==> config.mk <==
export PLATFORM = sky130hd
export DESIGN_NAME = rr_arbiter4_flat
export DESIGN_NICKNAME = d
export VERILOG_FILES = /design/src/rtl/rr_arbiter4_pkg.sv /design/src/rtl/rr_arbiter4_if.sv /design/src/rtl/rr_arbiter4_dec2to4.sv /design/src/rtl/rr_arbiter4.sv /design/src/flat_wrapper.sv
export SDC_FILE = /design/constraint.sdc
export NUM_CORES = 1
export LEC_CHECK = 0
export CORE_UTILIZATION = 49
export CTS_CLUSTER_DIAMETER = 200
export DETAILED_ROUTE_END_ITERATION = 10
export PLACE_DENSITY = 0.76
export SLEW_MARGIN = 20
export SYNTH_ARGS = -nofsm -noshare
export SYNTH_HDL_FRONTEND = slang
export SYNTH_SLANG_ARGS = --single-unit
==> constraint.sdc <==
create_clock -name clk -period 1.8 [get_ports clk]
set_input_delay 0.18 -clock clk [delete_from_list [all_inputs] [get_ports clk]]
set_output_delay 0.18 -clock clk [all_outputs]
set_load 0.02 [all_outputs]
==> src/rtl/rr_arbiter4_pkg.sv <==
// Shared definitions for the four-requester round-robin arbiter.
//   NREQ     : number of requesters
//   IDW      : width of a requester index
//   state_t  : 1-bit FSM encoding (ST_IDLE / ST_GRANT)
//   LAST_RST : "last owner" value after reset, so requester 0 wins first
package rr_arbiter4_pkg;

  localparam int NREQ = 4;
  localparam int IDW  = 2;

  typedef enum logic {
    ST_IDLE  = 1'b0,
    ST_GRANT = 1'b1
  } state_t;

  localparam logic [IDW-1:0] LAST_RST = 2'b11;

endpackage

==> src/rtl/rr_arbiter4_if.sv <==
// Request/grant bundle between the requesters and the arbiter.
//   req     : request lines, bit i is requester i
//   done    : one-cycle release pulse from the current owner
//   gnt     : registered one-hot grant
//   gnt_id  : registered index of the current or last owner
//   busy    : a grant is active
//   timeout : one-cycle pulse when a grant was revoked by the hold limit
// Modports: master = requester side, slave = arbiter side.
interface rr_arbiter4_if;
  import rr_arbiter4_pkg::*;

  logic [NREQ-1:0] req;
  logic            done;
  logic [NREQ-1:0] gnt;
  logic [IDW-1:0]  gnt_id;
  logic            busy;
  logic            timeout;

  modport master (
    output req, done,
    input  gnt, gnt_id, busy, timeout
  );

  modport slave (
    input  req, done,
    output gnt, gnt_id, busy, timeout
  );

endinterface

==> src/rtl/rr_arbiter4_dec2to4.sv <==
// Purely combinational 2-to-4 one-hot decoder.
//   idx    : binary index
//   onehot : 00->0001, 01->0010, 10->0100, 11->1000
module dec2to4
  import rr_arbiter4_pkg::*;
(
  input  logic [IDW-1:0]  idx,
  output logic [NREQ-1:0] onehot
);

  genvar gi;
  generate
    for (gi = 0; gi < NREQ; gi++) begin : g_dec
      assign onehot[gi] = (idx == IDW'(gi));
    end
  endgenerate

endmodule

==> src/rtl/rr_arbiter4.sv <==
// Four-requester round-robin arbiter with hold-time limit.
//   clk   : system clock, rising edge
//   rst_n : asynchronous active-low reset
//   bus   : rr_arbiter4_if.slave (req, done in; gnt, gnt_id, busy, timeout out)
// Parameters:
//   MAX_HOLD : maximum grant length in cycles, 0 disables the limit
//   CW       : hold counter width, 2**CW must exceed MAX_HOLD
// All outputs come straight from flops.
module rr_arbiter4
  import rr_arbiter4_pkg::*;
#(
  parameter int MAX_HOLD = 16,
  parameter int CW       = 5
) (
  input  logic        clk,
  input  logic        rst_n,
  rr_arbiter4_if.slave bus
);

  localparam logic [CW-1:0] CNT_MAX   = '1;
  // Counter value seen during the final allowed grant cycle.
  localparam logic [CW-1:0] HOLD_LAST = (MAX_HOLD != 0) ? CW'(MAX_HOLD - 1) : '0;

  state_t          state_reg,    state_next;
  logic [NREQ-1:0] gnt_reg,      gnt_next;
  logic [IDW-1:0]  gnt_id_reg,   gnt_id_next;
  logic            busy_reg,     busy_next;
  logic            timeout_reg,  timeout_next;
  logic [IDW-1:0]  last_reg,     last_next;
  logic [CW-1:0]   hold_cnt_reg, hold_cnt_next;

  logic            win_valid;
  logic [IDW-1:0]  win_id;
  logic [IDW-1:0]  scan_idx;
  logic [NREQ-1:0] win_onehot;

  logic            rel_dropped;
  logic            rel_expired;
  logic            rel_now;

  // Round-robin scan: last+1, last+2, last+3, last (index wraps in IDW bits).
  always_comb begin
    win_valid = 1'b0;
    win_id    = last_reg;
    scan_idx  = last_reg;
    for (int k = 1; k <= NREQ; k++) begin
      scan_idx = last_reg + IDW'(k);
      if (!win_valid && bus.req[scan_idx]) begin
        win_valid = 1'b1;
        win_id    = scan_idx;
      end
    end
  end

  dec2to4 u_dec (
    .idx    (win_id),
    .onehot (win_onehot)
  );

  assign rel_dropped = !bus.req[gnt_id_reg];
  assign rel_expired = (MAX_HOLD != 0) && (hold_cnt_reg == HOLD_LAST);
  assign rel_now     = bus.done || rel_dropped || rel_expired;

  always_ff @(posedge clk or negedge rst_n) begin
    if (!rst_n) begin
      state_reg    <= ST_IDLE;
      gnt_reg      <= '0;
      gnt_id_reg   <= '0;
      busy_reg     <= 1'b0;
      timeout_reg  <= 1'b0;
      last_reg     <= LAST_RST;
      hold_cnt_reg <= '0;
    end else begin
      state_reg    <= state_next;
      gnt_reg      <= gnt_next;
      gnt_id_reg   <= gnt_id_next;
      busy_reg     <= busy_next;
      timeout_reg  <= timeout_next;
      last_reg     <= last_next;
      hold_cnt_reg <= hold_cnt_next;
    end
  end

  always_comb begin
    state_next    = state_reg;
    gnt_next      = gnt_reg;
    gnt_id_next   = gnt_id_reg;
    busy_next     = busy_reg;
    timeout_next  = 1'b0;
    last_next     = last_reg;
    hold_cnt_next = hold_cnt_reg;

    unique case (state_reg)
      ST_IDLE: begin
        hold_cnt_next = '0;
        if (win_valid) begin
          state_next  = ST_GRANT;
          gnt_next    = win_onehot;
          gnt_id_next = win_id;
          busy_next   = 1'b1;
        end else begin
          gnt_next  = '0;
          busy_next = 1'b0;
        end
      end
      ST_GRANT: begin
        if (rel_now) begin
          state_next    = ST_IDLE;
          gnt_next      = '0;
          busy_next     = 1'b0;
          last_next     = gnt_id_reg;
          hold_cnt_next = '0;
          // done or a dropped request take precedence over the hold limit.
          timeout_next  = rel_expired && !bus.done && !rel_dropped;
        end else if (hold_cnt_reg != CNT_MAX) begin
          hold_cnt_next = hold_cnt_reg + CW'(1);
        end
      end
      default: state_next = ST_IDLE;
    endcase
  end

  assign bus.gnt     = gnt_reg;
  assign bus.gnt_id  = gnt_id_reg;
  assign bus.busy    = busy_reg;
  assign bus.timeout = timeout_reg;

endmodule

==> src/flat_wrapper.sv <==
// flat-port wrapper written by rule: the top's interface ports become plain ports
module rr_arbiter4_flat import rr_arbiter4_pkg::*;
#(
  parameter int MAX_HOLD = 16,
  parameter int CW       = 5
)
  (clk, rst_n, bus_req, bus_done, bus_gnt, bus_gnt_id, bus_busy, bus_timeout);
  rr_arbiter4_if bus_i ();
  input  logic clk;
  input  logic rst_n;
  input wire logic [$bits(bus_i.req)-1:0] bus_req;
  input wire logic [$bits(bus_i.done)-1:0] bus_done;
  output wire logic [$bits(bus_i.gnt)-1:0] bus_gnt;
  output wire logic [$bits(bus_i.gnt_id)-1:0] bus_gnt_id;
  output wire logic [$bits(bus_i.busy)-1:0] bus_busy;
  output wire logic [$bits(bus_i.timeout)-1:0] bus_timeout;
  assign bus_i.req = bus_req;
  assign bus_i.done = bus_done;
  assign bus_gnt = bus_i.gnt;
  assign bus_gnt_id = bus_i.gnt_id;
  assign bus_busy = bus_i.busy;
  assign bus_timeout = bus_i.timeout;
  rr_arbiter4 #(.MAX_HOLD(MAX_HOLD), .CW(CW)) u_core (.clk(clk), .rst_n(rst_n), .bus(bus_i));
endmodule
==> out/results.ini, run 1 <==
[outcome]
status=complete, no violations

[floorplanning]
initial_core_util_pct=52.96
ios=15
dieArea_mm2=0.001813
die_y_um=42.59
num_rows=14
core_area_mm2=0.001524
die_w_um=42.59

[yosys]
yosys_warnings=0
ys_types=33
synth_top_area_cell=dfrtp_1
yosys-top-cells-area=dfrtp_1 (43%), dfstp_2 (6.5%), nor2_1 (5.1%)
ys_seq_elements=16
yosysTopAreaCellShare_pct=43.41
syn-num-nets=82
synth_area_um2=807.0
seq_area_frac_synth_pct=49.92
syn_inst=72
synth_area_per_cell_um2=11.21

[global_routing]
antenna_found_initial=0
overflow=0
grt_max_degree=17
grtUsageTotal_pct=20.60
grt_pass1_vias=641
grt_pass1_wl_mm=2.760

[setup_path]
critPathArrivalTime_ns=1.90
worst-path-buf-inv=0
cp_cell_sequence=ha_1 -> and3_1 -> ha_1 -> nor2_2 -> a21boi_2 -> mux2_1
worst_setup_path_end_kind=flop
worstPathMaxFanout=3
cp_common_cell=ha_1
required_ns=2.02
cp_slowest_cell=dfrtp_1
startpoint_type=flop
crit_family=adder cells
r2r-start=u_core.hold_cnt_reg[0]$_DFFE_PN0P_
critPathKind=flop to flop
cp-startpoint=u_core.hold_cnt_reg[0]$_DFFE_PN0P_
critPathMaxStageDelay_ns=0.42

[timing]
clock_skew_ns=0.005144
max_freq_mhz=596.4
timing.hold.ws_ns=0.2036
worst_slew_pin_slew_ns=0.4152
finalSetupViolations=0
finalCritPeriodShare_pct=93.15
fin_setup_tns_ns=0
final_hold_viol_count=0
rsz0062_at_grt=no
relSlewSlack_pct=72.22
maxSlewViolCount=0
period_needed_ns=1.677

[power_and_ir_drop]
leakagePower_nw=0.4717
vdd.ir_drop.worst_uv=880.9
switching_share_pct=37.24
clockPowerShare_pct=15.8
internal-power_mw=0.9378
comb_power_share_pct=42.7
p_per_area_mw_per_mm2=1439
p_sw_mw=0.5564
pwr-share-seq_pct=41.5

[cts]
clock_sinks=16
cts_buffers=3
cts_buffer_depth=2
root_buffer=clkbuf_4
clk_latency_ns=0.29
htree_levels=1
clk_pin_slew_ns=0.09
cts_tree=done

[worst_hold_path]
hp-class=primary input to async pin

[finish]
fin_nets=105
largest_reg_flops=5
final_core_util_pct=68.14
layout.cells.non_filler=110
layout_common_cells=clkdlybuf4s50_1 (14), dfrtp_1 (14), nor2_1 (10)
synthToLayoutAreaGrowth_pct=28.68
final_cell_area_mm2=0.001039
diodes=0
drive_gt1_share_pct=19.15

[place]
gp_congestion=0.8218
io_buffer_count=14
place_inst=106
placed_cell_area_um2=999.7
dp_hpwl_mm=1.217

[detailed_routing]
drt_wl_total_mm=1.590
dr.first_iter.drc_count=8
ant_nets=0
wl_per_cell_um=14.45
viasPerCell=5.745
vias=632
first_pass_iters=3
route.detailed.drc=0

[job]
maxCapViolCount=0

[cells in the mapped netlist]
cell,instances
dfrtp_1,14
nor2_1,11
a21oi_1,4
nand2_1,4
ha_1,3
a32o_1,2
dfstp_2,2
inv_1,2
mux2_1,2
mux2i_1,2
nor2b_1,2
o2bb2ai_1,2
xor2_1,2
a21boi_2,1
a21o_1,1
and3_1,1
and3b_1,1
buf_2,1
mux4_2,1
nand2b_1,1
nand2b_4,1
nand3b_2,1
nand4b_1,1
nor2_2,1
nor3_2,1
nor3b_1,1
nor4_1,1
o21ai_0,1
o21ai_1,1
o31a_1,1
o31ai_1,1
or3_1,1
xnor2_1,1
[layer usage]
layer	global-route usage [%]	vias to the layer above	part of all wire, %
met3	2.586	5	2.8
met2	33.23	13	47
met4	11.25	0	2.4
met1	26.76	313	47
met5	0	-	0
li1	-	301	-
[power groups by stage]
stage	clock network [mW]	logic (mW)	registers (mW)
after floorplan	0	0.333	0.666
after global placement	0	0.621	0.617
after detailed placement	0	0.639	0.624
after CTS	0.242	0.644	0.617
after global routing	0.252	0.691	0.636
final	0.236	0.637	0.620
[metrics by stage]
stage | setup slack (ns) | total power [mW]
floorplan | 0.1945 | 0.9990
global placement | 0.08366 | 1.237
detailed placement | 0.01734 | 1.263
CTS | 0.1006 | 1.504
global route | 0.04376 | 1.580
finish | 0.1233 | 1.494
[final timing paths]
check,slack (ns),endpoint,depth (start not counted)
min in group clk,0.50,u_core.bus.busy$_DFFE_PN0P_,1
hold reg to reg,0.50,u_core.bus.busy$_DFFE_PN0P_,1
setup reg to reg,0.12,u_core.last_reg[0]$_DFFE_PN1P_,6
max in group asynchronous,1.35,u_core.last_reg[0]$_DFFE_PN1P_,2
setup / recovery,0.12,u_core.last_reg[0]$_DFFE_PN1P_,6
hold / removal,0.20,u_core.bus.gnt_id[1]$_DFFE_PN0P_,2
[kinds of logic after synthesis]
family	after synthesis	synth area share, %
AND/OR/NAND/NOR	28	19.85
flip-flops	16	49.92
AO/OA/AOI/OAI	14	12.71
multiplexers	5	8.062
XOR/XNOR	3	3.256
buffers and inverters	3	1.550
adder cells (fa/ha/maj)	3	4.652
[what timing repair did]
action                     4_1_cts  5_1_grt
setup buffers                    0        0
hold endpoints to repair         0        0
setup endpoints to repair        0        1
hold buffers                     0        0
resized for setup                0        1
[layout make-up]
class / count / area (um^2)
fill: 125 / 485.5
sequential: 16 / 402.9
multi-input combinational: 53 / 394.1
clock buffer: 4 / 36.28
timing repair buffer: 19 / 177.7
tap: 16 / 20.02
inverter: 2 / 7.507
(Power assumes the default switching activity.)
==> run 2, diff against run 1 <==
Settings changed: CTS_CLUSTER_DIAMETER 200 to 100.
==> results of run 2 <==
The final DEF is identical to that of run 1; final timing and power are the same.
==> run 3, diff against run 2 <==
Settings changed: GPL_ROUTABILITY_DRIVEN set to 0.
==> results of run 3 <==
The final DEF is identical to that of run 1; final timing and power are the same.
